### config.mk
export PLATFORM = sky130hd
export DESIGN_NAME = chip8_sprite_blitter
export DESIGN_NICKNAME = d
export VERILOG_FILES = /design/src/rtl/chip8_pkg.sv /design/src/rtl/chip8_sprite_align.sv /design/src/rtl/chip8_sprite_blitter.sv
export SDC_FILE = /design/constraint.sdc
export NUM_CORES = 1
export LEC_CHECK = 0
export ABC_AREA = 1
export BUFFER_PORTS_ARGS = -buffer_cell sky130_fd_sc_hd__buf_2
export CAP_MARGIN = 25
export CORE_MARGIN = 2
export CORE_UTILIZATION = 50
export DETAILED_ROUTE_END_ITERATION = 8
export GPL_TIMING_DRIVEN = 0
export PLACE_DENSITY = 0.73
export SYNTH_ARGS = -nofsm -noshare
export SYNTH_HDL_FRONTEND = slang
export SYNTH_SLANG_ARGS = --single-unit
export TNS_END_PERCENT = 30
### constraint.sdc
create_clock -name clk_in -period 2.7 [get_ports clk_in]
set_clock_uncertainty 0.05 [all_clocks]
set_input_delay 0.54 -clock clk_in [delete_from_list [all_inputs] [get_ports clk_in]]
set_output_delay 0.54 -clock clk_in [all_outputs]
set_load 0.03 [all_outputs]
### src/rtl/chip8_pkg.sv
// Shared types and constants for the CHIP-8 video path: blitter FSM states,
// VRAM geometry and the byte-access code used on the memory video port.
package chip8_pkg;

    localparam int   VRAM_BYTES      = 256;
    localparam int   ROW_BYTES       = 8;
    localparam logic VIDEO_TYPE_BYTE = 1'b0;

    typedef enum logic [3:0] {
        ST_IDLE,
        ST_RD0,
        ST_RD0_W,
        ST_WR0,
        ST_WR0_W,
        ST_RD1,
        ST_RD1_W,
        ST_WR1,
        ST_WR1_W,
        ST_CLR,
        ST_CLR_W,
        ST_DONE
    } blit_state_t;

endpackage

### src/rtl/chip8_sprite_align.sv
// Splits one 8-pixel sprite row at pixel position (x,y) into the two VRAM bytes it touches.
// CHIP8_SPRITE_WRAP_EN: the right-hand byte past the row end wraps to byte 0 of the same row.
module chip8_sprite_align #(
    parameter int SCREEN_W = 64,
    parameter int SCREEN_H = 32
) (
    input  logic [7:0]  row,
    input  logic [5:0]  x,
    input  logic [4:0]  y,
    output logic [7:0]  mask0,
    output logic [7:0]  mask1,
    output logic [15:0] addr0,
    output logic [15:0] addr1,
    output logic        has1
);
    localparam int ROWB = SCREEN_W / 8;

    logic [5:0]  xm;
    logic [4:0]  ym;
    logic [2:0]  s;
    logic [15:0] b;
    logic [15:0] base;
    logic [15:0] spread;
    logic        last_byte;

    always_comb begin
        xm        = x & 6'(SCREEN_W - 1);
        ym        = y & 5'(SCREEN_H - 1);
        s         = xm[2:0];
        b         = 16'(xm[5:3]);
        base      = 16'(ym) * 16'(ROWB);
        // Upper byte is row>>s, lower byte is the spill row<<(8-s); spill is 0 when s==0.
        spread    = {row, 8'h00} >> s;
        mask0     = spread[15:8];
        mask1     = spread[7:0];
        addr0     = base + b;
        last_byte = (b == 16'(ROWB - 1));
        addr1     = last_byte ? base : addr0 + 16'd1;
`ifdef CHIP8_SPRITE_WRAP_EN
        has1      = (s != 3'd0);
`else
        has1      = (s != 3'd0) && !last_byte;
`endif
    end

endmodule

### src/rtl/chip8_sprite_blitter.sv
// CHIP-8 framebuffer engine: sprite-row XOR and full-screen clear as byte read-modify-write
// on the memory video port, one request in flight. Edge wrap option: CHIP8_SPRITE_WRAP_EN.
module chip8_sprite_blitter
    import chip8_pkg::*;
#(
    parameter int SCREEN_W = 64,
    parameter int SCREEN_H = 32
) (
    input  logic        clk_in,
    input  logic        rst_in,
    input  logic        cmd_valid_in,
    output logic        cmd_ready_out,
    input  logic        cmd_clear_in,
    input  logic        cmd_first_in,
    input  logic [7:0]  cmd_row_in,
    input  logic [5:0]  cmd_x_in,
    input  logic [4:0]  cmd_y_in,
    output logic        done_out,
    output logic        collision_out,
    output logic [15:0] video_addr_out,
    output logic        video_we_out,
    output logic        video_valid_out,
    output logic [7:0]  video_data_out,
    output logic        video_type_out,
    input  logic        video_ready_in,
    input  logic        video_valid_in,
    input  logic [7:0]  video_data_in
);
    blit_state_t state;

    logic [7:0]  al_mask0, al_mask1;
    logic [15:0] al_addr0, al_addr1;
    logic        al_has1, al_use1;

    logic [7:0]  m0, m1;
    logic [15:0] a1;
    logic        h1;

    chip8_sprite_align #(.SCREEN_W(SCREEN_W), .SCREEN_H(SCREEN_H)) u_align (
        .row   (cmd_row_in),
        .x     (cmd_x_in),
        .y     (cmd_y_in),
        .mask0 (al_mask0),
        .mask1 (al_mask1),
        .addr0 (al_addr0),
        .addr1 (al_addr1),
        .has1  (al_has1)
    );

    // Second byte is only touched when it is on-screen (or wrapped) and has pixels.
    assign al_use1        = al_has1 && (al_mask1 != 8'h00);
    assign video_type_out = VIDEO_TYPE_BYTE;

    always_ff @(posedge clk_in or posedge rst_in) begin
        if (rst_in) begin
            state           <= ST_IDLE;
            cmd_ready_out   <= 1'b1;
            done_out        <= 1'b0;
            collision_out   <= 1'b0;
            video_valid_out <= 1'b0;
            video_we_out    <= 1'b0;
            video_addr_out  <= 16'h0000;
            video_data_out  <= 8'h00;
            m0              <= 8'h00;
            m1              <= 8'h00;
            a1              <= 16'h0000;
            h1              <= 1'b0;
        end else begin
            case (state)
                // DONE behaves as IDLE so a command can be taken in the done cycle.
                ST_IDLE, ST_DONE: begin
                    done_out <= 1'b0;
                    state    <= ST_IDLE;
                    if (cmd_valid_in) begin
                        if (cmd_clear_in) begin
                            video_addr_out  <= 16'h0000;
                            video_data_out  <= 8'h00;
                            video_we_out    <= 1'b1;
                            video_valid_out <= 1'b1;
                            cmd_ready_out   <= 1'b0;
                            state           <= ST_CLR;
                        end else begin
                            if (cmd_first_in) collision_out <= 1'b0;
                            m0 <= al_mask0;
                            m1 <= al_mask1;
                            a1 <= al_addr1;
                            h1 <= al_use1;
                            if (al_mask0 != 8'h00) begin
                                video_addr_out  <= al_addr0;
                                video_we_out    <= 1'b0;
                                video_valid_out <= 1'b1;
                                cmd_ready_out   <= 1'b0;
                                state           <= ST_RD0;
                            end else if (al_use1) begin
                                video_addr_out  <= al_addr1;
                                video_we_out    <= 1'b0;
                                video_valid_out <= 1'b1;
                                cmd_ready_out   <= 1'b0;
                                state           <= ST_RD1;
                            end else begin
                                done_out <= 1'b1;
                                state    <= ST_DONE;
                            end
                        end
                    end
                end
                ST_RD0: if (video_ready_in) begin
                    video_valid_out <= 1'b0;
                    state           <= ST_RD0_W;
                end
                ST_RD0_W: if (video_valid_in) begin
                    video_data_out  <= video_data_in ^ m0;
                    collision_out   <= collision_out | (|(video_data_in & m0));
                    video_we_out    <= 1'b1;
                    video_valid_out <= 1'b1;
                    state           <= ST_WR0;
                end
                ST_WR0: if (video_ready_in) begin
                    video_valid_out <= 1'b0;
                    state           <= ST_WR0_W;
                end
                ST_WR0_W: if (video_valid_in) begin
                    if (h1) begin
                        video_addr_out  <= a1;
                        video_we_out    <= 1'b0;
                        video_valid_out <= 1'b1;
                        state           <= ST_RD1;
                    end else begin
                        video_we_out  <= 1'b0;
                        cmd_ready_out <= 1'b1;
                        done_out      <= 1'b1;
                        state         <= ST_DONE;
                    end
                end
                ST_RD1: if (video_ready_in) begin
                    video_valid_out <= 1'b0;
                    state           <= ST_RD1_W;
                end
                ST_RD1_W: if (video_valid_in) begin
                    video_data_out  <= video_data_in ^ m1;
                    collision_out   <= collision_out | (|(video_data_in & m1));
                    video_we_out    <= 1'b1;
                    video_valid_out <= 1'b1;
                    state           <= ST_WR1;
                end
                ST_WR1: if (video_ready_in) begin
                    video_valid_out <= 1'b0;
                    state           <= ST_WR1_W;
                end
                ST_WR1_W: if (video_valid_in) begin
                    video_we_out  <= 1'b0;
                    cmd_ready_out <= 1'b1;
                    done_out      <= 1'b1;
                    state         <= ST_DONE;
                end
                ST_CLR: if (video_ready_in) begin
                    video_valid_out <= 1'b0;
                    state           <= ST_CLR_W;
                end
                ST_CLR_W: if (video_valid_in) begin
                    if (video_addr_out == 16'(VRAM_BYTES - 1)) begin
                        video_we_out  <= 1'b0;
                        cmd_ready_out <= 1'b1;
                        done_out      <= 1'b1;
                        state         <= ST_DONE;
                    end else begin
                        video_addr_out  <= video_addr_out + 16'd1;
                        video_valid_out <= 1'b1;
                        state           <= ST_CLR;
                    end
                end
                default: state <= ST_IDLE;
            endcase
        end
    end

endmodule

; Word-level counts from Yosys, hierarchy flattened
; Cells that the tools add are included.
[totals]
inputBits = 34
out_inout_bits = 30
ff_bits = 66
elab_cells = 154
[classes]
shifts = 1
n_mux = 69
reduce_logical = 27
n_eq_ne = 35
add_sub_neg = 3
bitwise = 7
[ops]
columns = operator, count
row1 = 16-bit 2-to-1 mux, 9
row2 = 4-bit 2-to-1 mux, 15
row3 = 16-bit one-hot mux with 3 select lines, 1
row4 = 4-bit one-hot mux with 11 select lines, 1
row5 = 2-bit != test (second input constant), 18
row6 = 16-bit by 1-bit adder with 16-bit output (second input constant), 2
row7 = 1-bit 2-to-1 mux, 32
row8 = 8-bit 2-to-1 mux, 4
row9 = 8-bit one-hot mux with 3 select lines, 1
row10 = 8-bit AND, 2
row11 = 16-bit by 8-bit == test with 1-bit output (second input constant), 1
row12 = 4-bit by 3-bit == test with 1-bit output (second input constant), 4
row13 = 4-bit == test (second input constant), 4
row14 = 8-bit nonzero test, 2
row15 = 8-bit OR reduction, 2
row16 = 16-bit by 3-bit >> shifter with 16-bit output, 1
row17 = 8-bit XOR, 2
row18 = 7-bit AND reduction, 2
row19 = 1-bit one-hot mux with 4 select lines, 3
row20 = 6-bit AND reduction, 2
row21 = 10-bit AND reduction, 1
row22 = 8-bit by 3-bit adder with 9-bit output, 1
row23 = 9-bit AND reduction, 1
row24 = 3-bit nonzero test, 3
row25 = other kinds (20), 28

; Logic depth before layout (Yosys ltp)
; Gate-level depths: netlist (run 1).
[depth]
word_depth = 9
mapped_depth = 17
mapped_depth_nobuf = 16

; By module
; Synthesis (run 1) repeated with hierarchy kept, for this count alone.
[hier_totals]
hier_cells = 716
hier_area_um2 = 4825.9
[by_module_without_submodules]
columns = mod, seq_area_each_um2, area_each_um2, cells_each, n_inst
row1 = chip8_sprite_blitter, 1652.8, 4023.9, 576, 1
row2 = chip8_sprite_align, 0.0, 802.0, 140, 1

; Least setup slack after synthesis (run 1)
; No wires, ideal clock.
[synth_timing]
kind = reg2reg
from = reg video_addr_out[0]
to = reg video_addr_out[11]
arrival_ps = 2009
setup_slack_ps = 567
n_path_buf = 1
path_stages_with_launch = 15
synth_period_minus_slack_ps = 2133
required_time_ps = 2576
setup_time_ps = 74
path_cell_list = dfrtp_1 -> ha_1 -> nand2_1 -> nor2_2 -> nand3_1 -> nor2_2 -> nand3_1 -> nor2_1 -> inv_1 -> nand3_1 -> inv_1 -> nand3_4 -> buf_8 -> nand2_2 -> o21ai_2
[synth_via]
elab_chain_cells = 4
elab_cells_between_ends = 7
cone_classes = add/sub (1) / eq/ne (2) / mux (3) / reduce/logical (1)
[synth_rtl]
columns = item, line
row1 = start: declaration, chip8_sprite_blitter.sv:20  ; output logic [15:0] video_addr_out,
row2 = start signal: assignment, chip8_sprite_blitter.sv:89  ; video_addr_out <= al_addr0;
row3 = start signal: assignment, chip8_sprite_blitter.sv:95  ; video_addr_out <= al_addr1;
row4 = start signal: assignment, chip8_sprite_blitter.sv:167  ; video_addr_out <= video_addr_out + 16'd1;
row5 = 16-bit by 1-bit adder with 16-bit output, chip8_sprite_blitter.sv:167
row6 = 16-bit 2-to-1 mux, chip8_sprite_blitter.sv:161  ; if (video_addr_out == 16'(VRAM_BYTES - 1)) begin
row7 = 16-bit 2-to-1 mux, chip8_sprite_blitter.sv:160  ; ST_CLR_W: if (video_valid_in) begin
row8 = 16-bit one-hot mux with 3 select lines, chip8_sprite_blitter.sv:69  ; case (state)
; Parallel ways exist; a longest one is shown, timed or not. The select of a mux whose other input is x is not followed.
; A chain may end at the register's enable or synchronous reset.

; Worst setup path in the final report (run 1)
[layout_timing]
from = reg state[2]
to = reg video_addr_out[8]
[layout_via]
elab_chain_cells = 4
elab_cells_between_ends = 14
cone_classes = eq/ne (9) / mux (1) / reduce/logical (4)
[layout_rtl]
columns = item, line
row1 = start: declaration, chip8_sprite_blitter.sv:29  ; blit_state_t state;
row2 = start signal: assignment, chip8_sprite_blitter.sv:56  ; state <= ST_IDLE;
row3 = start signal: assignment, chip8_sprite_blitter.sv:73  ; state <= ST_IDLE;
row4 = start signal: assignment, chip8_sprite_blitter.sv:81  ; state <= ST_CLR;
row5 = 4-bit == test or 4-bit zero test (tied branches), chip8_sprite_blitter.sv:69
row6 = 2-bit OR reduction, chip8_sprite_blitter.sv:69
row7 = 4-bit != test (no line) (tied with other cells), --
row8 = 7-bit AND reduction (no line), --
; Parallel ways exist; a longest one is shown, timed or not.

==> metrics list, run 1 <==
- Initial antenna violation count: 0
* Result of the run: finished clean
- The max-slew violation total from the final report is 0.
* Switching share of power: 43.9%
* Critical Path Source Type: flop
* Portion of synthesized cell area occupied by the leading cell type: 36.0%
- Number of failing hold endpoints at the final stage: 0
* Required time of the critical path: 2940 ps
- Of all nets on the critical path, the largest fanout is 10.
* Total inserted antenna cells: 0
- GRT Util Overall: 25.7%
- TritonCTS clock tree: yes
- Power spread over the standard cell area amounts to 977 nW/um^2.
* Residual antenna-violating net count after detailed routing: 0
- The worst setup path is captured at a flop.
* VDD IR max: 0.333 mV
* Number of warning messages in the yosys log: 0
- Setup violations remaining at the end of the flow were counted as 0.
- Dividing the detail-routed via count by the number of cells gives 5.34.
* # port buffers: 60
- Path depth of the worst reg2reg path: 10
* Number of distinct library cells after synthesis: 45
* Vias in the first global route: 3793
- After floorplanning, the core was sized to cover 7690 sq um.
- For the pin with the worst max-slew slack, the measured transition is 627 ps.
* Switch Pwr: 2000 uW
- The first global-routing pass estimated 17600 microns of wire.
* Share of the yosys chip area belonging to registers: 36.6%
* Total via count in the routed design: 4003
- The die covers 8660 sq um.
- Maximum number of pins on one net before global-route repair: 44
- Starting DRC count in detailed routing: 250
* Final worst path period share: 87.8%
* Pleak: 0.00243 uW
- Cells with a size suffix above 1 make up 19.3% of the layout.
- For the worst-skew pair, the clock arrives at the later sink with an insertion delay of 350 ps.
- Among all cell types in the netlist, the one instantiated most often is sky130_fd_sc_hd__nand2_1.
- By count the netlist is led by sky130_fd_sc_hd__nand2_1, sky130_fd_sc_hd__nand3_1, sky130_fd_sc_hd__dfrtp_1.
* Top cells by area in the synthesized netlist: sky130_fd_sc_hd__dfrtp_1, sky130_fd_sc_hd__nand2_1, sky130_fd_sc_hd__nand3_1, sky130_fd_sc_hd__o21ai_0, sky130_fd_sc_hd__inv_1
- Length of the first detailed-routing pass in iterations: 5
* Area growth from synthesis to layout: 17.7%
- In this run, CTS created clock tree buffers numbering 9.
* Total wire length after detailed routing: 10400 microns
- CTS built an H-tree with a depth of 3.
* Core Rows: 32
* Number of nets in the final layout: 680
- STA puts the critical path data arrival time at 2620 ps.
- In the synthesized netlist the async set-or-reset flop fraction comes to 100%.
- In this run, post-CTS repair resized a total of 0 instances.
* Maximum clock frequency: 422 MHz
- The number of nets handed over by synthesis was 608.
* Source of the critical timing path: state[2]
- In the final routed layout, each cell accounts on average for 13.9 microns.
* Vertical extent of the die: 93.0 microns
- Worst Setup Path Type: reg2reg
- For this run, design rule violations remaining after detail routing come to 0.
* Grt ovf: 0
- Averaged over all synthesized cells, the footprint is 6.94 sq um.
- The worst pin sits at a relative slew slack of 58.0%.
- Clock-pin slew was measured on the worst setup and hold paths at 70 ps.
- The number of hold buffers added after CTS was 0.
* Die Wd: 93.0 microns
- Cell count after synthesis: 571
* Core Util, Final: 60.7%
* Power share of the sequential group: 31.6%
- Largest buffer count on any clock path: 2
- Number of clock sinks: 58
- Buffer count from post-CTS setup fixing: 0
- Summing every instance area after synthesis gives 3960 sq um.
- In the synthesized netlist the dominant register cell turns out to be sky130_fd_sc_hd__dfrtp_1.
- Post-DP HPWL: 8060 microns
* Endpoint of the worst register-to-register path: video_addr_out[8]
- Post-layout instance count excluding filler cells: 750
* Starting density of the core: 51.6%
- The tree is rooted in a sky130_fd_sc_hd__clkbuf_8.
- Across the run, the number of max-cap violations was 0.
- The share of total power dissipated in the clock network is 22.7%.
- Counting flops and latches in the post-synthesis netlist gives 58.
- Adding up every negative setup slack in the final design gives 0 ps.
- IO Pins: 64
* PnR Total Power: 4560 uW
* Path category of the worst min-delay check: in2async
* Setup repair after global routing missed its margin: false
- Counting I/O delays and the setup requirement, the final critical path takes 2370 ps.
* Placed Cells incl. Taps: 734
- The startpoint identified for the worst register-to-register timing path is state[2].
* EDFF count, synth: 0
- Across all register-to-register paths, the minimum setup slack is 330 ps.
- Area leader, netlist: sky130_fd_sc_hd__dfrtp_1
* Combinational group share of total power: 45.7%
- At the end of routability-driven placement, the weighted congestion stood at 0.948.
- Internal power summed over all cells: 2550 uW
* Worst slack on hold paths: 109 ps
[sequential cells by signal, indices dropped and copies added (netlist names)]
signal	cells
video_valid_out	1
video_we_out	1
a1	9
m0	8
state	4
cmd_ready_out	1
h1	1
video_data_out	8
collision_out	1
done_out	1
video_addr_out	16
m1	7
[power by group through the flow]
stage	Sequential (uW)	Clock, uW	Combinational (uW)
after global routing	1480	1070	2350
after global placement	1440	0	2020
final	1440	1030	2080
after detailed placement	1450	0	2070
after CTS	1440	1040	2080
after floorplan	1640	0	1330
[final cells by class]
cell class / count / area (sq um)
Buffer: 17 / 115
Clock buffer: 12 / 155
Clock inverter: 4 / 97.6
Fill cell: 750 / 3020
Inverter: 58 / 218
Multi-Input combinational cell: 438 / 2180
Sequential cell: 58 / 1450
Tap cell: 102 / 128
Timing Repair Buffer: 61 / 320
[how the worst max path moves through the flow]
| stage | slack [ps] | depth (start not counted) | endpoint |
|---|---|---|---|
| 2_1_floorplan | 570 | 14 | video_addr_out[11] |
| 3_3_place_gp | -20 | 2 | m1[3] |
| 3_5_place_dp | 260 | 12 | video_addr_out[6] |
| 4_1_cts | 350 | 10 | video_addr_out[8] |
| 5_1_grt | 120 | 14 | video_addr_out[4] |
| 6_report | 330 | 10 | video_addr_out[8] |
[layer usage]
metal / track usage [%] / part of all wire, %
met1: 34.1 / 46
met2: 42.0 / 47
met3: 3.55 / 4.1
met4: 11.6 / 2.2
met5: 0 / 0
[through the flow]
| step | cell area (sq um) | setup slack, ps |
|---|---|---|
| final | 4660 | 329 |
| after global routing | 4660 | 124 |
| after CTS | 4660 | 352 |
| after detailed placement | 4410 | 259 |
| after global placement | 4390 | -24.3 |
| after floorplan | 3960 | 567 |
[worst max-delay path, stage by stage, from the launching register on]
cell and delay [ps]:
sky130_fd_sc_hd__dfrtp_1 440, sky130_fd_sc_hd__inv_1 140, sky130_fd_sc_hd__nor2_1 80, sky130_fd_sc_hd__nand2_1 180
sky130_fd_sc_hd__inv_1 110, sky130_fd_sc_hd__buf_2 200, sky130_fd_sc_hd__nor3_2 540, sky130_fd_sc_hd__nand4_1 140
sky130_fd_sc_hd__o21ai_0 280, sky130_fd_sc_hd__nand2_1 90, sky130_fd_sc_hd__nand2_1 60
[logic make-up (layout without fill, tap and decap cells)]
group | Yosys count | after routing | synth area share [%]
xor+xnor | 17 | 17 | 3.76
fa+ha+maj | 3 | 3 | 0.947
mux | 3 | 3 | 0.758
buf+inv | 75 | 152 | 8.40
flops | 58 | 58 | 36.6
other cells | 1 | 1 | 0.0946
simple gates | 324 | 324 | 36.3
compound gates | 90 | 90 | 13.1
[placed cells by master (no fill, tap or decap), types with 7 or more instances in the layout]
master	instances
sky130_fd_sc_hd__a21oi_1	12
sky130_fd_sc_hd__xor2_1	16
sky130_fd_sc_hd__nand3_1	61
sky130_fd_sc_hd__o21ai_0	52
sky130_fd_sc_hd__nand2_1	183
sky130_fd_sc_hd__nand2_2	10
sky130_fd_sc_hd__clkbuf_1	8
sky130_fd_sc_hd__nand4_1	8
sky130_fd_sc_hd__clkbuf_8	11
sky130_fd_sc_hd__nor2_1	36
sky130_fd_sc_hd__buf_2	62
sky130_fd_sc_hd__inv_1	51
sky130_fd_sc_hd__dfrtp_1	57
sky130_fd_sc_hd__nor3_1	7
Power figures use the tool's default switching activity.
==> run 2: changes to the inputs <==
==> constraint.sdc (replaced) <==
create_clock -name clk_in -period 2.7 [get_ports clk_in]
set_clock_uncertainty 0.05 [all_clocks]
set_input_delay 0.27 -clock clk_in [delete_from_list [all_inputs] [get_ports clk_in]]
set_output_delay 0.27 -clock clk_in [all_outputs]
set_load 0.03 [all_outputs]
==> run 2 against run 1 <==
Final cell count up 0.13%. Flip-flop and latch count unchanged. Count of clock-buffer cells in the layout unchanged. Hold slack better by 92 ps. First-iteration DRC count down 4.0%. Via count up 0.77%. Sequential share of layout area down 0.067 points.
==> metrics list, run 2 (synthesized netlist as in run 1, its figures left out) <==
- The number of global-route vias before repair came to 3793 (unchanged).
- The post-layout instance count excluding filler cells is 751 (was 750).
- The horizontal die dimension is 93.0 microns (unchanged).
- The pin slew with the least headroom to its limit is 617 ps (was 627 ps).
- Total wire length after detailed routing: 10500 microns (was 10400 microns)
- The clock insertion delay at the later pin of the skew report is 350 ps (about the same).
- The total number of placement rows came to 32 (unchanged).
* Required time of the critical path: 2940 ps (about the same)
* Max-capacitance violation count: 0 (unchanged)
* Residual antenna-violating net count after detailed routing: 0 (unchanged)
* Worst setup slack after layout: 345 ps (was 329 ps)
- The worst slack at placement is 376 ps (was 259 ps).
- Power share of the clock group: 22.6% (was 22.7%)
- Clk pin slew, worst setup/hold paths: 70 ps (about the same)
* Die area: 8660 sq um (unchanged)
- The final weighted congestion in routability-driven placement was 0.948 (unchanged).
- Routed vias/inst: 5.37 (was 5.34)
- Setup repair after global routing missed its margin: false (unchanged).
- Worst slew margin relative to its limit: 58.7% (was 58.0%)
* Maximum clock frequency: 425 MHz (was 422 MHz)
- Result of the run: finished clean (unchanged)
* H-tree depth: 3 (unchanged)
- Register cell area after layout: 1450 sq um (unchanged)
- The initial antenna violation count is 0 (unchanged).
* Maximum number of pins on one net before global-route repair: 44 (unchanged)
- Largest registers in the final layout: video_addr_out (16), a1 (9) (unchanged).
- The design area came to 4670 sq um (was 4660 sq um).
- The final setup violation count was 0 (unchanged).
* Power share of the sequential group: 31.6% (about the same)
- Switching share of power: 44.0% (was 43.9%)
- The fraction of final layout cells sized beyond drive strength 1 was 19.3% (about the same).
* Worst path arrival time: 2600 ps (was 2620 ps)
- Fillcell total: 749 (was 750)
* Tmin final: 2360 ps (was 2370 ps)
* Largest buffer count on any clock path: 2 (unchanged)
- Number of flip-flops in the largest register: 16 (unchanged)
- The number of instances in the placed design came to 734 (unchanged).
- The worst voltage drop across the vdd grid came to 0.333 mV (about the same).
- The max-slew violation total from the final report was 0 (unchanged).
- The number of remaining DRC errors was 0 (unchanged).
* Number of nets in the final layout: 681 (was 680)
* Grt ovf: 0 (unchanged)
- Starting DRC count in detailed routing: 240 (was 250)
- The global-route wire length before repair is 17600 microns (unchanged).
* Total via count in the routed design: 4034 (was 4003)
- Starting density of the core: 51.6% (unchanged)
- The maximum net fanout on the critical path is 10 (unchanged).
- The combined area of the multi-input logic cells is 2180 sq um (unchanged).
- Total inserted antenna cells: 0 (unchanged)
* Setup TNS: 0 ps (unchanged)
- Internal power summed over all cells: 2550 uW (about the same)
- GRT Util Overall: 25.7% (unchanged)
- Vertical extent of the die: 93.0 microns (unchanged)
- The share of total power in combinational logic is 45.7% (about the same).
* Pleak: 0.00243 uW (about the same)
- The count of final hold-check violations is 0 (unchanged).
- Switch Pwr: 2010 uW (was 2000 uW)
* Path category of the worst min-delay check: in2reg (was in2async)
* Power Density: 977 nW/um^2 (about the same)
- Most frequent standard cell in the layout excluding fill and tap cells: sky130_fd_sc_hd__nand2_1 (unchanged)
- Average routed wire per standard cell: 14.0 microns (was 13.9 microns)
- The total core area is 7690 sq um (unchanged).
* Final worst path period share: 87.2% (was 87.8%)
- IO Pins: 64 (unchanged)
- Area growth from synthesis to layout: 17.9% (was 17.7%)
- DP Area: 4410 sq um (unchanged)
- Clock Tree Root: sky130_fd_sc_hd__clkbuf_8 (unchanged)
- The category of the most critical setup path is reg2reg (unchanged).
* Length of the first detailed-routing pass in iterations: 5 (unchanged)
- The register ranked first by flip-flop count was video_addr_out (unchanged).
- The endpoint kind of the worst setup timing path is a flop (unchanged).
- The CTS tree is yes (unchanged).
- The count of cells resized by post-cts repair came to 0 (unchanged).
- Critical Path Source Type: flop (unchanged)
* # port buffers: 60 (unchanged)
- Top library cells by usage in the layout, fill and taps aside: sky130_fd_sc_hd__nand2_1, sky130_fd_sc_hd__buf_2, sky130_fd_sc_hd__nand3_1 (unchanged)
- The total clock buffers created by CTS is 9 (unchanged).
- The number of clock sinks was 58 (unchanged).
* Post-DP HPWL: 8060 microns (unchanged)
==> run 2: cell types whose count changed in the layout (fill, tap and decap cells not counted), sizes merged <==
cell / delta
dlygate4sd3: +1
==> run 2: area by class of cell <==
cell class	instances	share of cell area, %
Sequential cell	58	31.1
Inverter	58	4.66
Tap cell	102	2.73
Timing Repair Buffer	62	7.07
Clock buffer	12	3.32
Buffer	17	2.46
Clock inverter	4	2.09
Multi-Input combinational cell	438	46.6
==> run 2: what timing repair did <==
action	CTS	global route
buffers inserted	0	0
hold buffers	1	0
endpoints found under the hold margin	15	0
==> run 2: worst paths after layout <==
kind | start | endpoint | slack, ps | cells past startpoint
setup / recovery | state[2] | video_addr_out[8] | 340 | 10
hold / removal | video_data_in[0] | video_data_out[0] | 200 | 3
setup reg to reg | state[2] | video_addr_out[8] | 340 | 10
hold reg to reg | video_we_out | video_we_out | 420 | 2
max in group asynchronous | rst_in | cmd_ready_out | 1610 | 4
min in group asynchronous | rst_in | video_addr_out[2] | 390 | 3
==> run 2: per-layer routing <==
layer	vias up	part of all wire, %	track usage (%)	wire length, microns
met1	1871	45	34.1	4760
met5	-	0	0	0
met4	0	2.2	11.6	229
li1	2012	-	-	-
met3	23	5.4	3.55	562
met2	128	47	42.0	4950
==> run 2: critical path: stages, from the launching register on <==
cell	delay, ps
sky130_fd_sc_hd__dfrtp_1	440
sky130_fd_sc_hd__inv_1	140
sky130_fd_sc_hd__nor2_1	80
sky130_fd_sc_hd__nand2_1	190
sky130_fd_sc_hd__inv_1	110
sky130_fd_sc_hd__buf_2	200
sky130_fd_sc_hd__nor3_2	530
sky130_fd_sc_hd__nand4_1	140
sky130_fd_sc_hd__o21ai_0	270
sky130_fd_sc_hd__nand2_1	90
sky130_fd_sc_hd__nand2_1	60
==> run 2: stage by stage <==
stage | power [uW] | utilization [%] | hold WS, ps
after CTS | 4560 | 60.8 | 174
final | 4570 | 60.8 | 201
after detailed placement | 3520 | 57.4 | 223
after global placement | 3450 | 57.1 | 411
after floorplan | 2970 | - | 384
after global routing | 4900 | 60.8 | 192
==> run 2: power groups by stage <==
stage                     registers, uW  clock network (uW)  logic [uW]
after detailed placement           1450                   0        2070
after floorplan                    1640                   0        1330
final                              1440                1030        2090
after CTS                          1440                1040        2080
after global placement             1440                   0        2020
after global routing               1480                1070        2350
